--- config.mk ---
export PLATFORM = sky130hd
export DESIGN_NAME = ex_alu_stage
export DESIGN_NICKNAME = d
export VERILOG_FILES = /design/src/rtl/ex_alu_stage.sv
export SDC_FILE = /design/constraint.sdc
export NUM_CORES = 2
export LEC_CHECK = 0
export CORE_UTILIZATION = 43
export DETAILED_ROUTE_END_ITERATION = 6
export PLACE_DENSITY = 0.7
export SYNTH_ARGS = -nofsm -noshare
export SYNTH_HDL_FRONTEND = slang
export SYNTH_SLANG_ARGS = --single-unit
--- constraint.sdc ---
create_clock -name clk_i -period 9.16 [get_ports clk_i]
set_input_delay 1.374 -clock clk_i [delete_from_list [all_inputs] [get_ports clk_i]]
set_output_delay 1.374 -clock clk_i [all_outputs]
set_load 0.05 [all_outputs]
--- src/rtl/ex_alu_stage.sv ---
// ex_alu_stage -- execute stage of the RV32IM pipeline.
//
// Computes single-cycle ALU/MUL results with one cycle of latency. DIV, DIVU,
// REM and REMU run on a 32-step restoring divider. While the divider runs,
// ex_stall_w is held high and the id_* inputs are ignored.
//
// Ports:
//   clk_i, reset_i   clock, synchronous active-high reset
//   id_valid_w       instruction present this cycle
//   id_alu_op_w      operation code (0 ADD .. 15 PASSB)
//   id_use_imm_w     select id_imm_w instead of exe_rb_r as operand B
//   id_imm_w         sign-extended immediate
//   id_rd_index_w    destination register index
//   exe_ra_r         forwarded operand A
//   exe_rb_r         forwarded operand B
//   ex_stall_w       divider busy, upstream must hold
//   ex_valid_r       registered result is real this cycle
//   ex_alu_res_r     registered result
//   ex_rd_index_r    registered destination index (0 for bubbles)
//
// state | meaning
// IDLE  | single-cycle ops issue; a divide op latches operands and starts
// RUN   | one divider step per cycle; outputs are bubbles until step 32
module ex_alu_stage (
  input  logic        clk_i,
  input  logic        reset_i,
  input  logic        id_valid_w,
  input  logic [3:0]  id_alu_op_w,
  input  logic        id_use_imm_w,
  input  logic [31:0] id_imm_w,
  input  logic [4:0]  id_rd_index_w,
  input  logic [31:0] exe_ra_r,
  input  logic [31:0] exe_rb_r,
  output logic        ex_stall_w,
  output logic        ex_valid_r,
  output logic [31:0] ex_alu_res_r,
  output logic [4:0]  ex_rd_index_r
);

  typedef enum logic {S_IDLE, S_RUN} state_t;

  localparam logic [3:0] OP_ADD   = 4'd0;
  localparam logic [3:0] OP_SUB   = 4'd1;
  localparam logic [3:0] OP_SLL   = 4'd2;
  localparam logic [3:0] OP_SLT   = 4'd3;
  localparam logic [3:0] OP_SLTU  = 4'd4;
  localparam logic [3:0] OP_XOR   = 4'd5;
  localparam logic [3:0] OP_SRL   = 4'd6;
  localparam logic [3:0] OP_SRA   = 4'd7;
  localparam logic [3:0] OP_OR    = 4'd8;
  localparam logic [3:0] OP_AND   = 4'd9;
  localparam logic [3:0] OP_MUL   = 4'd10;
  localparam logic [3:0] OP_DIV   = 4'd11;
  localparam logic [3:0] OP_DIVU  = 4'd12;
  localparam logic [3:0] OP_REM   = 4'd13;
  localparam logic [3:0] OP_REMU  = 4'd14;

  state_t      state_q, state_d;
  logic        valid_q, valid_d;
  logic [31:0] res_q, res_d;
  logic [4:0]  rd_q, rd_d;

  // divider datapath
  logic [31:0] quo_q, quo_d;        // dividend bits shift out, quotient bits shift in
  logic [31:0] rem_q, rem_d;
  logic [31:0] divisor_q, divisor_d;
  logic [4:0]  cnt_q, cnt_d;
  logic        sign_a_q, sign_a_d;
  logic        sign_b_q, sign_b_d;
  logic        signed_q, signed_d;
  logic        is_rem_q, is_rem_d;
  logic        b_zero_q, b_zero_d;
  logic [4:0]  div_rd_q, div_rd_d;

  logic [31:0] op_a, op_b;
  logic [4:0]  shamt;
  logic [31:0] alu_res;
  logic        is_div_op;
  logic        op_signed;
  logic [32:0] rem_shift, rem_diff;
  logic        step_ok;
  logic [31:0] rem_step, quo_step;
  logic [31:0] div_res;

  assign ex_stall_w    = (state_q == S_RUN);
  assign ex_valid_r    = valid_q;
  assign ex_alu_res_r  = res_q;
  assign ex_rd_index_r = rd_q;

  // state and datapath registers
  always_ff @(posedge clk_i) begin
    if (reset_i) begin
      state_q   <= S_IDLE;
      valid_q   <= 1'b0;
      res_q     <= '0;
      rd_q      <= '0;
      quo_q     <= '0;
      rem_q     <= '0;
      divisor_q <= '0;
      cnt_q     <= '0;
      sign_a_q  <= 1'b0;
      sign_b_q  <= 1'b0;
      signed_q  <= 1'b0;
      is_rem_q  <= 1'b0;
      b_zero_q  <= 1'b0;
      div_rd_q  <= '0;
    end else begin
      state_q   <= state_d;
      valid_q   <= valid_d;
      res_q     <= res_d;
      rd_q      <= rd_d;
      quo_q     <= quo_d;
      rem_q     <= rem_d;
      divisor_q <= divisor_d;
      cnt_q     <= cnt_d;
      sign_a_q  <= sign_a_d;
      sign_b_q  <= sign_b_d;
      signed_q  <= signed_d;
      is_rem_q  <= is_rem_d;
      b_zero_q  <= b_zero_d;
      div_rd_q  <= div_rd_d;
    end
  end

  // next-state logic
  always_comb begin
    state_d = state_q;
    case (state_q)
      S_IDLE: if (id_valid_w && is_div_op) state_d = S_RUN;
      S_RUN:  if (cnt_q == 5'd31) state_d = S_IDLE;
      default: state_d = S_IDLE;
    endcase
  end

  // single-cycle ALU
  always_comb begin
    op_a      = exe_ra_r;
    op_b      = id_use_imm_w ? id_imm_w : exe_rb_r;
    shamt     = op_b[4:0];
    is_div_op = (id_alu_op_w >= OP_DIV) && (id_alu_op_w <= OP_REMU);
    op_signed = (id_alu_op_w == OP_DIV) || (id_alu_op_w == OP_REM);
    case (id_alu_op_w)
      OP_ADD:  alu_res = op_a + op_b;
      OP_SUB:  alu_res = op_a - op_b;
      OP_SLL:  alu_res = op_a << shamt;
      OP_SLT:  alu_res = {31'd0, $signed(op_a) < $signed(op_b)};
      OP_SLTU: alu_res = {31'd0, op_a < op_b};
      OP_XOR:  alu_res = op_a ^ op_b;
      OP_SRL:  alu_res = op_a >> shamt;
      OP_SRA:  alu_res = $unsigned($signed(op_a) >>> shamt);
      OP_OR:   alu_res = op_a | op_b;
      OP_AND:  alu_res = op_a & op_b;
      OP_MUL:  alu_res = op_a * op_b;
      default: alu_res = op_b;  // PASSB; divide codes never reach the output here
    endcase
  end

  // one restoring step; the last step feeds the result directly
  always_comb begin
    rem_shift = {rem_q, quo_q[31]};
    rem_diff  = rem_shift - {1'b0, divisor_q};
    step_ok   = ~rem_diff[32];
    rem_step  = step_ok ? rem_diff[31:0] : rem_shift[31:0];
    quo_step  = {quo_q[30:0], step_ok};
    // A zero divisor leaves the quotient all ones and the remainder equal to
    // |A|, so only the quotient sign fix-up has to be suppressed.
    if (is_rem_q)
      div_res = (signed_q && sign_a_q) ? -rem_step : rem_step;
    else
      div_res = (signed_q && (sign_a_q != sign_b_q) && !b_zero_q) ? -quo_step : quo_step;
  end

  // output and datapath next values
  always_comb begin
    valid_d   = 1'b0;
    res_d     = '0;
    rd_d      = '0;
    quo_d     = quo_q;
    rem_d     = rem_q;
    divisor_d = divisor_q;
    cnt_d     = cnt_q;
    sign_a_d  = sign_a_q;
    sign_b_d  = sign_b_q;
    signed_d  = signed_q;
    is_rem_d  = is_rem_q;
    b_zero_d  = b_zero_q;
    div_rd_d  = div_rd_q;
    case (state_q)
      S_IDLE: begin
        if (id_valid_w && is_div_op) begin
          sign_a_d  = op_signed && op_a[31];
          sign_b_d  = op_signed && op_b[31];
          quo_d     = (op_signed && op_a[31]) ? -op_a : op_a;
          divisor_d = (op_signed && op_b[31]) ? -op_b : op_b;
          rem_d     = '0;
          cnt_d     = '0;
          signed_d  = op_signed;
          is_rem_d  = (id_alu_op_w == OP_REM) || (id_alu_op_w == OP_REMU);
          b_zero_d  = (op_b == 32'd0);
          div_rd_d  = id_rd_index_w;
        end else if (id_valid_w) begin
          valid_d = 1'b1;
          res_d   = alu_res;
          rd_d    = id_rd_index_w;
        end
      end
      S_RUN: begin
        quo_d = quo_step;
        rem_d = rem_step;
        cnt_d = cnt_q + 5'd1;
        if (cnt_q == 5'd31) begin
          valid_d = 1'b1;
          res_d   = div_res;
          rd_d    = div_rd_q;
        end
      end
      default: ;
    endcase
  end

endmodule

==> metrics <==
DRC viols 6; CP delay by family, top adder cells; Worst EP required about 9.6 ns; commonest cells after routing, fill and taps aside nor2_1, nand2_1, inv_1, buf_4, fa_1; CTS buffer count 17; first-pass GRT wire length 240000 um; endpoints failing hold 0; Hold Buf Count CTS 0; Wirelength per Cell 27.3 um; Synth Area in Simple Gates between 10% and 20%; main flop type after synthesis dfxtp_1; Layout area overhead 18.5%; GR Util met3 between 10% and 20%; routed vias 37.2k; run status finished, violations left; critical path depth in cells 30; most common cell after layout, fill and taps aside nor2_1; Synth Area in Adders around 33%; Top Ports around 150; Seq cells post-synth 150; most used cell, CP fa_1; Root Driver clkbuf_16; Clock Skew around 0.021 ns; final-report max-slew violation count 0; max_cap viols 0; CTS max path bufs 2; Post-Route WL 165000 um; number of synthesized flops with an enable pin 0; placed insts 5991; Skew-Pair Late Insertion Delay around 0.47 ns; slowest stage cell, crit path fa_1; detailed placement HPWL roughly 130000 um; crit path buf inv count 8; vias per cell 6.16; XOR/XNOR Fraction of Synth Area roughly 6%; RSZ-0062 raised after global routing yes; Yosys top cell by area fa_1; Clock Sinks 150; worst slew pin tran 1.38 ns; Reg-to-Reg Start quo_q[31]; layout cells sized above 1 about an eighth; Slew HR approximately 6.5%; htree depth 4; row cnt between 100 and 150; Layout Nets 5743; GP Congestion roughly 1.1; filler cell count in the final layout 7756; WS Path Type in2reg; fmax roughly 0.11 GHz; ys async rst share 0%; startpoint types primary input; r2r setup slk about 2.3 ns; core area about 79000 sq um; busiest layer in global routing met2; TritonRoute pass-1 iters 7; initial antenna violation count 5; main combinational cell family by area after synthesis adder cells; Synth warnings 0; Syn Inst Count between 4k and 5k; M2 GR Usage 57.4%; synth top area cells fa_1, ha_1, dfxtp_1; vias in the first global route 35.8k; Final min period around 9 ns; mux contribution to synthesized area under 10%; # setup viols final 0; Netlist cell types 93; Die ar. roughly 80000 sq um; GR met1 Demand/Resource a little over half; largest net degree at the start of global routing roughly 80; R2R depth 21; CP peak stage delay 0.59 ns; WHS approximately 0.46 ns; total grt overflow 0; Starting Density between 40 and 50%; Die H between 200 and 300 um; Post-Layout Cell Count between 6k and 7k; Synth Area in Compound Gates between 20% and 30%; clock-pin slew on the worst setup and hold paths roughly 0.070 ns; fin crit share 98.0%; Yosys top cell area share 23.8%; RR Endpoint ex_alu_res_r[30]; die extent in x ~290 um; CP endpoint kind flip-flop; end of the critical path ex_alu_res_r[30]; Syn Nets 5412; CTS tree yes; Critical path origin exe_rb_r[13]; input/output buffers approximately 150; failing checks DRC; Seq/Total Area, Yosys 8.69%; cell area after synthesis ~35000 sq um; worst min-delay path category reg2reg; arrival time worst endpoint about 9.4 ns; Total GRT Usage 39.9%; Avg Cell Area, Syn ~7.5 sq um; critical path fanouts, max 10; Routed Antenna Nets 0; Detailed Route Iter0 Violations approximately 4.9k
synthesized netlist by cell type, types with 25 or more instances:
master and n:
o211ai_1 64, o31ai_1 29, fa_1 411, a21o_1 31, xor2_1 61, a31oi_1 51
nor3_1 76, nand2_1 506, clkbuf_1 247, dfxtp_1 150, ha_1 259, o21ai_0 228
mux2i_1 126, inv_1 505, nand2b_1 25, nand3_1 45, a211oi_1 65, xnor2_1 180
or3_1 25, o21a_1 26, buf_1 34, nor2_1 693, a22oi_1 27, a21oi_1 327
and3_1 29
tightest hold or removal path, delay by kind of cell, from the launching register on:
family / cells / cell delay (ns)
AOI/OAI and AO/OA: 1 / 0.05
DFF: 1 / 0.31
and+or+nand+nor: 1 / 0.05
worst min-delay path by stage:
stage	to	cells after the start	from
2_1_floorplan	divisor_q[10]	2	divisor_q[10]
3_3_place_gp	divisor_q[22]	2	divisor_q[22]
3_5_place_dp	divisor_q[8]	2	divisor_q[8]
4_1_cts	divisor_q[8]	2	divisor_q[8]
5_1_grt	divisor_q[8]	2	divisor_q[8]
6_report	divisor_q[8]	2	divisor_q[8]
layer usage:
metal | share of wire [%] | vias up
met3 | 13 | 493
met2 | 41 | 2540
met1 | 40 | 17965
met4 | 6.4 | 2
li1 | - | 16159
met5 | 0.0079 | -
cells by family after synthesis:
kind of cell / Yosys count
mux: 138
simple gates: 1517
xor+xnor: 242
buf+inv: 830
compound gates: 1086
flops: 150
fa+ha+maj: 670
sequential cells by signal (all words and copies together) (netlist names):
register,count
ex_valid_r,1
divisor_q,32
ex_stall_w,1
sign_b_q,1
b_zero_q,1
ex_rd_index_r,5
quo_q,32
is_rem_q,1
cnt_q,5
ex_alu_res_r,32
rem_q,32
sign_a_q,1
signed_q,1
div_rd_q,5
stage by stage:
stage | TNS [ns] | instance area (sq um) | util (%) | setup slack (ns)
2_1_floorplan | 0 | 34600 | - | 0.0100
3_3_place_gp | -3.91 | 40200 | 50.7 | -0.744
3_5_place_dp | -4.49 | 40200 | 50.7 | -0.757
4_1_cts | 0 | 40800 | 51.5 | 0.0119
5_1_grt | -0.102 | 40900 | 51.7 | -0.0738
6_report | 0 | 41000 | 51.7 | 0.179
final cells by class:
cell class	count	area [sq um]	share of cell area (%)
diodes	5	12.5	0.0305
clock buffers	18	429	1.05
clock inverters	14	169	0.412
inverters	529	1990	4.85
multi-input cells	3653	28700	70.0
flip-flops and latches	150	3000	7.33
well taps	1050	1310	3.21
repair buffers	613	5360	13.1
what timing repair did:
item                       CTS  global route
buffers inserted             0             4
pin swaps                    0             1
setup endpoints to repair    5             8
resized for setup            3            17
Power is not shown: default switching activity piles up to over one toggle a cycle in this logic, so the estimate is an artifact.
